### config.mk
export PLATFORM = sky130hd
export DESIGN_NAME = led_bank_loader
export DESIGN_NICKNAME = d
export VERILOG_FILES = /design/src/rtl/led_bank_loader_pkg.sv /design/src/rtl/led_bank_loader_hold_timer.sv /design/src/rtl/led_bank_loader.sv
export SDC_FILE = /design/constraint.sdc
export NUM_CORES = 1
export LEC_CHECK = 0
export BUFFER_PORTS_ARGS = -buffer_cell sky130_fd_sc_hd__buf_2
export CAP_MARGIN = 20
export CORE_AREA = 10 10 47 49
export CTS_BUF_LIST = sky130_fd_sc_hd__clkbuf_2 sky130_fd_sc_hd__clkbuf_4 sky130_fd_sc_hd__clkbuf_8
export DETAILED_ROUTE_END_ITERATION = 10
export DIE_AREA = 0 0 57 59
export HOLD_SLACK_MARGIN = 0.12
export MAX_ROUTING_LAYER = met4
export PLACE_DENSITY_LB_ADDON = 0.05
export RECOVER_POWER = 100
export SETUP_SLACK_MARGIN = 0.1
export SYNTH_ARGS = -nofsm -noshare
export SYNTH_HDL_FRONTEND = slang
export SYNTH_HIERARCHICAL = 1
export SYNTH_SLANG_ARGS = --single-unit
### constraint.sdc
create_clock -name clk_i -period 3.25 [get_ports clk_i]
set_input_delay 0.65 -clock clk_i [delete_from_list [all_inputs] [get_ports clk_i]]
set_output_delay 0.65 -clock clk_i [all_outputs]
set_load 0.01 [all_outputs]
### src/rtl/led_bank_loader_pkg.sv
// -----------------------------------------------------------------------------
// led_bank_loader_pkg
// Shared types and helpers for the LED bank loader.
//   loader_state_e : loader FSM states (lamp test, clear, idle)
//   bank_width(n)  : width of a bank index for n banks, never less than 1
// -----------------------------------------------------------------------------
package led_bank_loader_pkg;

    typedef enum logic [1:0] {
        LOADER_TEST  = 2'd0,
        LOADER_CLEAR = 2'd1,
        LOADER_IDLE  = 2'd2
    } loader_state_e;

    function automatic int bank_width(input int n);
        return (n <= 2) ? 1 : $clog2(n);
    endfunction

endpackage

### src/rtl/led_bank_loader_hold_timer.sv
// -----------------------------------------------------------------------------
// led_hold_timer
// Down-counter pacing the lamp-test steps. While count_i is high, done_o
// pulses once every HOLD_CYCLES cycles. A count of zero means "start of a
// step": the next counting edge reloads HOLD_CYCLES-1, so reset (count=0)
// and step boundaries behave identically.
// Ports:
//   clk_i   : clock
//   rst_ni  : synchronous active-low reset (count returns to 0)
//   count_i : advance the timer this cycle
//   done_o  : high in the last cycle of each HOLD_CYCLES period
// -----------------------------------------------------------------------------
module led_hold_timer #(
    parameter int HOLD_CYCLES = 1000
) (
    input  logic clk_i,
    input  logic rst_ni,
    input  logic count_i,
    output logic done_o
);
    localparam int CW      = $clog2(HOLD_CYCLES + 1);
    // With a one-cycle hold the counter never leaves zero.
    localparam int DONE_AT = (HOLD_CYCLES == 1) ? 0 : 1;

    logic [CW-1:0] cnt_q;
    logic [CW-1:0] cnt_d;

    assign done_o = count_i && (cnt_q == CW'(DONE_AT));

    always_comb begin
        cnt_d = cnt_q;
        if (count_i) begin
            if (done_o) begin
                cnt_d = '0;
            end else if (cnt_q == '0) begin
                cnt_d = CW'(HOLD_CYCLES - 1);
            end else begin
                cnt_d = cnt_q - 1'b1;
            end
        end
    end

    always_ff @(posedge clk_i) begin
        if (!rst_ni) begin
            cnt_q <= '0;
        end else begin
            cnt_q <= cnt_d;
        end
    end

endmodule

### src/rtl/led_bank_loader.sv
// -----------------------------------------------------------------------------
// led_bank_loader
// Front end for a NUM_BANKS x WIDTH array of reset-less enable-flop LED cells.
// Accepts (bank, data) writes over valid/ready and produces a registered
// one-cycle row-enable pulse plus shared data. After reset it clears every
// row; optional lamp test walks a single lit bit across all rows first.
// Build option: define LED_SELFTEST_EN to include the lamp test.
// Ports:
//   clk_i, rst_ni          : clock, synchronous active-low reset
//   req_valid_i/ready_o    : write handshake
//   req_bank_i, req_data_i : target row and its data
//   clr_i                  : clear all rows (wins over a pending request)
//   en_o                   : per-row enable (one-hot or all ones)
//   d_o                    : data shared by all rows
//   err_o                  : pulse when an out-of-range write is dropped
// -----------------------------------------------------------------------------
module led_bank_loader
    import led_bank_loader_pkg::*;
#(
    parameter int WIDTH       = 8,
    parameter int NUM_BANKS   = 4,
    parameter int HOLD_CYCLES = 1000,
    localparam int BW         = bank_width(NUM_BANKS)
) (
    input  logic                 clk_i,
    input  logic                 rst_ni,
    input  logic                 req_valid_i,
    output logic                 req_ready_o,
    input  logic [BW-1:0]        req_bank_i,
    input  logic [WIDTH-1:0]     req_data_i,
    input  logic                 clr_i,
    output logic [NUM_BANKS-1:0] en_o,
    output logic [WIDTH-1:0]     d_o,
    output logic                 err_o
);

    loader_state_e        state_q, state_d;
    logic [NUM_BANKS-1:0] en_q, en_d;
    logic [WIDTH-1:0]     d_q, d_d;
    logic                 err_q, err_d;
    logic                 accept;
    logic                 in_range;

`ifdef LED_SELFTEST_EN
    localparam loader_state_e RESET_STATE = LOADER_TEST;
    localparam int STEP_W = bank_width(WIDTH);

    logic [STEP_W-1:0] step_q, step_d;
    logic              hold_done;

    led_hold_timer #(
        .HOLD_CYCLES (HOLD_CYCLES)
    ) u_hold_timer (
        .clk_i   (clk_i),
        .rst_ni  (rst_ni),
        .count_i (state_q == LOADER_TEST),
        .done_o  (hold_done)
    );

    always_ff @(posedge clk_i) begin
        if (!rst_ni) begin
            step_q <= '0;
        end else begin
            step_q <= step_d;
        end
    end
`else
    localparam loader_state_e RESET_STATE = LOADER_CLEAR;

    // Hold time only matters for the lamp test; keep the parameter referenced.
    if (HOLD_CYCLES >= 1) begin : g_no_selftest
    end
`endif

    // Ready also drops while reset is asserted so nothing is accepted then.
    assign req_ready_o = rst_ni && (state_q == LOADER_IDLE) && !clr_i;
    assign accept      = req_valid_i && req_ready_o;
    // Extra bit so the bound NUM_BANKS is representable when it is 2**BW.
    assign in_range    = ({1'b0, req_bank_i} < (BW + 1)'(NUM_BANKS));

    always_comb begin
        state_d = state_q;
        en_d    = '0;
        d_d     = '0;
        err_d   = 1'b0;
`ifdef LED_SELFTEST_EN
        step_d  = step_q;
`endif
        case (state_q)
`ifdef LED_SELFTEST_EN
            LOADER_TEST: begin
                en_d = '1;
                d_d  = WIDTH'(1) << step_q;
                if (hold_done) begin
                    if (step_q == STEP_W'(WIDTH - 1)) begin
                        step_d  = '0;
                        state_d = LOADER_CLEAR;
                    end else begin
                        step_d = step_q + 1'b1;
                    end
                end
            end
`endif
            LOADER_CLEAR: begin
                en_d    = '1;
                state_d = LOADER_IDLE;
            end
            LOADER_IDLE: begin
                if (clr_i) begin
                    en_d = '1;
                end else if (accept) begin
                    if (in_range) begin
                        en_d = NUM_BANKS'(1) << req_bank_i;
                        d_d  = req_data_i;
                    end else begin
                        err_d = 1'b1;
                    end
                end
            end
            default: begin
                state_d = LOADER_CLEAR;
            end
        endcase
    end

    always_ff @(posedge clk_i) begin
        if (!rst_ni) begin
            state_q <= RESET_STATE;
            en_q    <= '0;
            d_q     <= '0;
            err_q   <= 1'b0;
        end else begin
            state_q <= state_d;
            en_q    <= en_d;
            d_q     <= d_d;
            err_q   <= err_d;
        end
    end

    assign en_o  = en_q;
    assign d_o   = d_q;
    assign err_o = err_q;

endmodule
==> impl_metrics.toml, run 1 <==
[placed_design]
place_congestion = 0.6823
io_buffer_count = 26
dp_slack_ns = 1.516
placed_cells = 88
dp_hpwl_um = 874.3
placed_area_um2 = 650.6

[global_routing]
grt_pass1_wl_mm = 1.738
grt_overflow = 0
first_global_vias = 412
antenna_found_initial = 0
grt_use_total = 0.06906
grt_max_degree = 13

[route]
routed.top_layer = "met3"
detail_route.wl_per_cell_um = 11.57
drtIter0Drc = 1
vias = 397
via_per_inst = 4.315
routedLengthMet1_um = 453
met2_length_um = 487
wl_met3_um = 122
ant_nets = 0
drc_errors = 0
dr.pass1.iters = 4
wl_mm = 1.064

[timing]
fin_crit_sh = 0.5795
finalSetupViolations = 0
fin_setup_tns_ns = 0
fmax_mhz = 531.0
period_needed_ns = 1.883
finClkSkew_ns = 0.004329
hold_viol = 0
rsz0062_at_grt = "false"
slew_violations = 0
fin_ws_ns = 1.367
hold_slack_ns = 0.5603

[pwr]
pwr-share-seq = 0.516
swShare = 0.2490
switchingPower_mw = 0.09320
combPwrFrac = 0.162
power_mw = 0.3743
p_leak_nw = 0.3049
pwr-share-clk = 0.323
peakVddDrop_mv = 0.2366
power_density_nw_per_um2 = 568.7
power.internal_mw = 0.2811

[yosys]
netlist_area_um2 = 519.2
yosysWarnings = 6
synthCells = 48
yosysTopAreaCell = "dfxtp_1"
ys_top_cells_by_area = "dfxtp_1 (54%), and2_1 (9.6%), ha_1 (4.8%)"
yosysTopAreaCellShare = 0.5398
avgSynthCellArea_um2 = 10.82
ys_ff_latch = 14
synth_cell_type_count = 20
seq_area_frac_synth = 0.5398
syn-num-nets = 64

[floorplan]
die_y_um = 59
core_area_um2 = 1401
initial_utilization = 0.3705
ioPinCount = 28
die_area_um2 = 3363
rows = 14
die_x_um = 57

[hold_path]
min_from = "state_q[1]"
hold_path_class = "reg2reg"
min_path_cells = 2
min_to = "state_q[1]"

[critical_path]
rr_startpoint = "state_q[0]"
cp-start-kind = "flip-flop"
cp-end-kind = "output port"
crit_type = "reg2out"
cp_max_fo = 6
crit_arrival_ns = 1.23
r2r_end = "en_o[3]"
cp.required_ns = 2.60
r2r_slack_ns = 1.84
worstRegToRegCells = 5

[final_layout]
fin_cells = 92
area_growth_pct = 26.75
finish.instance_area_um2 = 658.1
diodes = 0
num-nets-final = 93
drive_gt1_frac = 0.2632
utilization = 0.4696

[cts]
cts_num_sinks = 14
htree_levels = 1
cts_tree = "built"
post_cts_resized = 0
cts_hold_repair.buffers = 0
post-cts-setup-buffers = 0
clk_pin_slew_ns = 0.08
clock_path_buffers = 2
cts_root_buf = "clkbuf_4"
cts_made_buffers = 3
clk_latency_ns = 0.27

[flow_run]
maxCapViolCount = 0

[status]
outcome = "complete, no violations"
==> cell type report <==
cell class,instances,area [µm²]
inverters,3,11.26
repair buffers,26,113.9
flip-flops and latches,14,280.3
multi-input cells,29,196.4
well taps,16,20.02
fillers,155,743.2
clock buffers,4,36.28
==> routing by layer <==
| layer | vias to the layer above | track usage |
|---|---|---|
| li1 | 208 | - |
| met3 | 0 | 0.04077 |
| met2 | 17 | 0.1070 |
| met4 | 0 | 0.05034 |
| met5 | - | - |
| met1 | 172 | 0.06212 |
==> sequential cells by signal (all words and copies together), names as in the netlist <==
name and flops:
en_o 4, state_q 2, d_o 8
==> cells by family after synthesis <==
family                   synth area share
AND/OR/NAND/NOR                    0.2675
flip-flops                         0.5398
AO/OA/AOI/OAI                     0.07952
buffers and inverters             0.05783
adder cells (fa/ha/maj)           0.04819
other                            0.007222
==> cell usage after synthesis, drive strengths merged <==
cell type	n
a21oi	5
and2	8
nand3b	2
and3b	1
nand2	1
and4b	1
nor2	2
ha	2
inv	3
buf	2
o21ai	1
and2b	1
o211ai	1
nand3	1
conb	1
nor2b	2
dfxtp	14
==> worst max-delay path, cell delays in order (launching register included) <==
cell and delay [ns]:
dfxtp_1 0.36, inv_1 0.05, ha_1 0.24, and3b_1 0.19, clkbuf_1 0.12
==> placed cells by master (no fill, tap or decap), drive strengths merged <==
cell,n
dfxtp,14
and2b,1
nand3b,2
and3b,1
and2,8
nor2,2
nor2b,2
nand2,1
inv,3
o21ai,1
buf,13
o211ai,1
conb,1
a21oi,5
nand3,1
ha,2
and4b,1
clkbuf,17
==> worst max path at each step <==
stage	startpoint	endpoint	cells after the start
final	state_q[0]	req_ready_o	4
after global routing	state_q[0]	req_ready_o	4
after CTS	state_q[0]	req_ready_o	4
after detailed placement	clr_i	req_ready_o	3
after global placement	clr_i	req_ready_o	3
after floorplan	clr_i	req_ready_o	1
==> power groups by stage <==
stage	Clock [mW]	Sequential (mW)	Combinational (mW)
finish	0.121	0.193	0.0605
global route	0.133	0.194	0.0714
global placement	0	0.197	0.0657
CTS	0.129	0.193	0.0654
floorplan	0	0.203	0.0333
detailed placement	0	0.197	0.0650
(Power assumes the default switching activity.)
==> inputs of run 2 (changes only) <==
- ABC_AREA: default -> 1
- CORE_AREA: 10 10 47 49 -> default
- CORE_MARGIN: default -> 10
- CORE_UTILIZATION: default -> 39
- DIE_AREA: 0 0 57 59 -> default
- clock period: 3.25 -> 1.6 ns (I/O delays scaled with it)
==> impl_metrics.toml, run 2 <==
[yosys]
seq_area_frac_synth = 0.5517
synthCells = 63
yosysMostFrequentCell = "inv_1"
ys_ff_latch = 14
syn-num-nets = 79
synth_cell_type_count = 12
synthArstFlopShare = 0
synth_flop_cell = "dfxtp_1"
avgSynthCellArea_um2 = 8.063
netlist_area_um2 = 508.0
synth_edf_count = 0
yosysWarnings = 6
ys_top_cells_by_area = "dfxtp_1 (55%), inv_1 (12%), nor2_1 (8.9%)"
yosysTopAreaCellShare = 0.5517
synthTopCellsByCount = "inv_1 (16), dfxtp_1 (14), nor2_1 (12)"
yosysTopAreaCell = "dfxtp_1"

[critical_path]
crit_type = "reg2out"
crit_arrival_ns = 1.13
r2r_end = "d_o[1]"
setup.worst_path.start = "state_q[0]"
cp.required_ns = 1.28
cp-endpoint = "req_ready_o"
worstRegToRegCells = 7
cp-end-kind = "output port"
cp-start-kind = "flip-flop"
rr_startpoint = "state_q[0]"
cp_max_fo = 2
r2r_slack_ns = 0.25

[timing]
rsz0062_at_grt = "false"
hold_slack_ns = 0.2452
slew_violations = 0
fin_crit_sh = 0.9057
fmax_mhz = 690.0
finalSetupViolations = 0
hold_viol = 0
finClkSkew_ns = 0.002781
period_needed_ns = 1.449
fin_setup_tns_ns = 0

[cts]
cts_tree = "built"
htree_levels = 1
clk_pin_slew_ns = 0.07
clock_path_buffers = 2
cts_hold_repair.buffers = 0
cts_num_sinks = 14
clk_latency_ns = 0.28
cts_root_buf = "clkbuf_4"
cts_made_buffers = 3

[final_layout]
diodes = 0
final_common_cell = "inv_1"
area_growth_pct = 30.79
num-nets-final = 110
utilization = 0.5673
fin_cells = 106
fillCellCount = 138
largest_register_ff_count = 8
layout_common_cells = "inv_1 (16), dfxtp_1 (13), buf_2 (13), clkbuf_1 (13), nor2_1 (12)"
drive_gt1_frac = 0.2065

[pwr]
power_mw = 0.9027
power_density_nw_per_um2 = 1359
switchingPower_mw = 0.2920
pwr-share-clk = 0.209
pwr-share-seq = 0.505
swShare = 0.3235
combPwrFrac = 0.286
peakVddDrop_mv = 0.8832
p_leak_nw = 0.3552
power.internal_mw = 0.6107

[global_routing]
antenna_found_initial = 0
first_global_vias = 440
grt_overflow = 0
grt_pass1_wl_mm = 1.863
grt_use_total = 0.07874
grt_max_degree = 9

[floorplan]
die_y_um = 56.09
rows = 12
ioPinCount = 28
initial_utilization = 0.4338
die_x_um = 56.09
core_area_um2 = 1171
die_area_um2 = 3146

[route]
via_per_inst = 4.217
wl_mm = 1.142
detail_route.wl_per_cell_um = 10.77
drc_errors = 0
vias = 447
ant_nets = 0
drtIter0Drc = 4
dr.pass1.iters = 4

[placed_design]
placed_cells = 102
io_buffer_count = 26
dp_hpwl_um = 923.9
place_congestion = 0.7577

[hold_path]
hold_path_class = "in2reg"

[status]
outcome = "complete, no violations"

[flow_run]
maxCapViolCount = 0
==> run 2: cell count changes in the layout (fill, tap and decap cells not counted), sizes merged, moves of 2 or more <==
cell,delta
inv,+13
nor2,+11
and2,-8
nand2,+5
nand3,+3
nand3b,-2
nor2b,-2
==> run 2: area by class of cell <==
type / instances / area, µm² / share of cell area
timing repair buffer: 27 / 125.1 / 0.1883
clock buffer: 3 / 22.52 / 0.03390
sequential: 14 / 281.5 / 0.4237
inverter: 16 / 60.06 / 0.09040
multi-input combinational: 32 / 157.7 / 0.2373
tap: 14 / 17.52 / 0.02637
==> run 2: kinds of logic after synthesis <==
family                   share of synthesized area
adder cells (fa/ha/maj)                    0.04925
flip-flops                                  0.5517
AO/OA/AOI/OAI                              0.05912
other                                     0.007382
AND/OR/NAND/NOR                             0.1995
buffers and inverters                       0.1330
==> run 2: critical path: stages (launching register included) <==
cell and delay (ns):
dfxtp_2 0.33, inv_1 0.05, ha_1 0.20, nand2_1 0.12, nor2_4 0.04, buf_6 0.11
==> run 2: timing repair <==
item | in CTS | in global routing
pin swaps | 1 | 1
gates cloned | 0 | 0
setup endpoints to repair | 1 | 1
gates resized for setup | 0 | 5
buffers inserted | 1 | 0
endpoints found under the hold margin | 0 | 0
==> run 2: worst min path at each step <==
stage,slack [ns],startpoint,cells past startpoint,endpoint
finish,0.25,req_data_i[7],3,d_o[7]
global route,0.23,req_data_i[1],3,d_o[1]
CTS,0.24,req_data_i[7],3,d_o[7]
detailed placement,0.49,state_q[1],2,state_q[1]
global placement,0.48,state_q[1],2,state_q[1]
floorplan,0.43,req_data_i[0],2,d_o[0]
==> run 2: per-layer routing <==
metal,global-route usage,vias up,wire length [µm]
li1,-,242,-
met1,0.06439,183,459
met2,0.1228,17,548
met3,0.06606,5,113
met4,0.04096,0,21
met5,-,-,0
==> run 2: power by group through the flow <==
| stage | Combinational [mW] | Clock, mW | Sequential (mW) |
|---|---|---|---|
| 2_1_floorplan | 0.134 | 0 | 0.487 |
| 3_3_place_gp | 0.263 | 0 | 0.458 |
| 3_5_place_dp | 0.271 | 0 | 0.460 |
| 4_1_cts | 0.276 | 0.198 | 0.451 |
| 5_1_grt | 0.300 | 0.221 | 0.465 |
| 6_report | 0.258 | 0.189 | 0.456 |
==> run 2: through the flow <==
stage | worst slack, ns | area [µm²]
3_5_place_dp | 0.3550 | 648.1
6_report | 0.1508 | 664.4
4_1_cts | 0.1006 | 678.2
5_1_grt | 0.06731 | 664.4
3_3_place_gp | 0.3805 | 648.1
2_1_floorplan | 0.5284 | 508.0
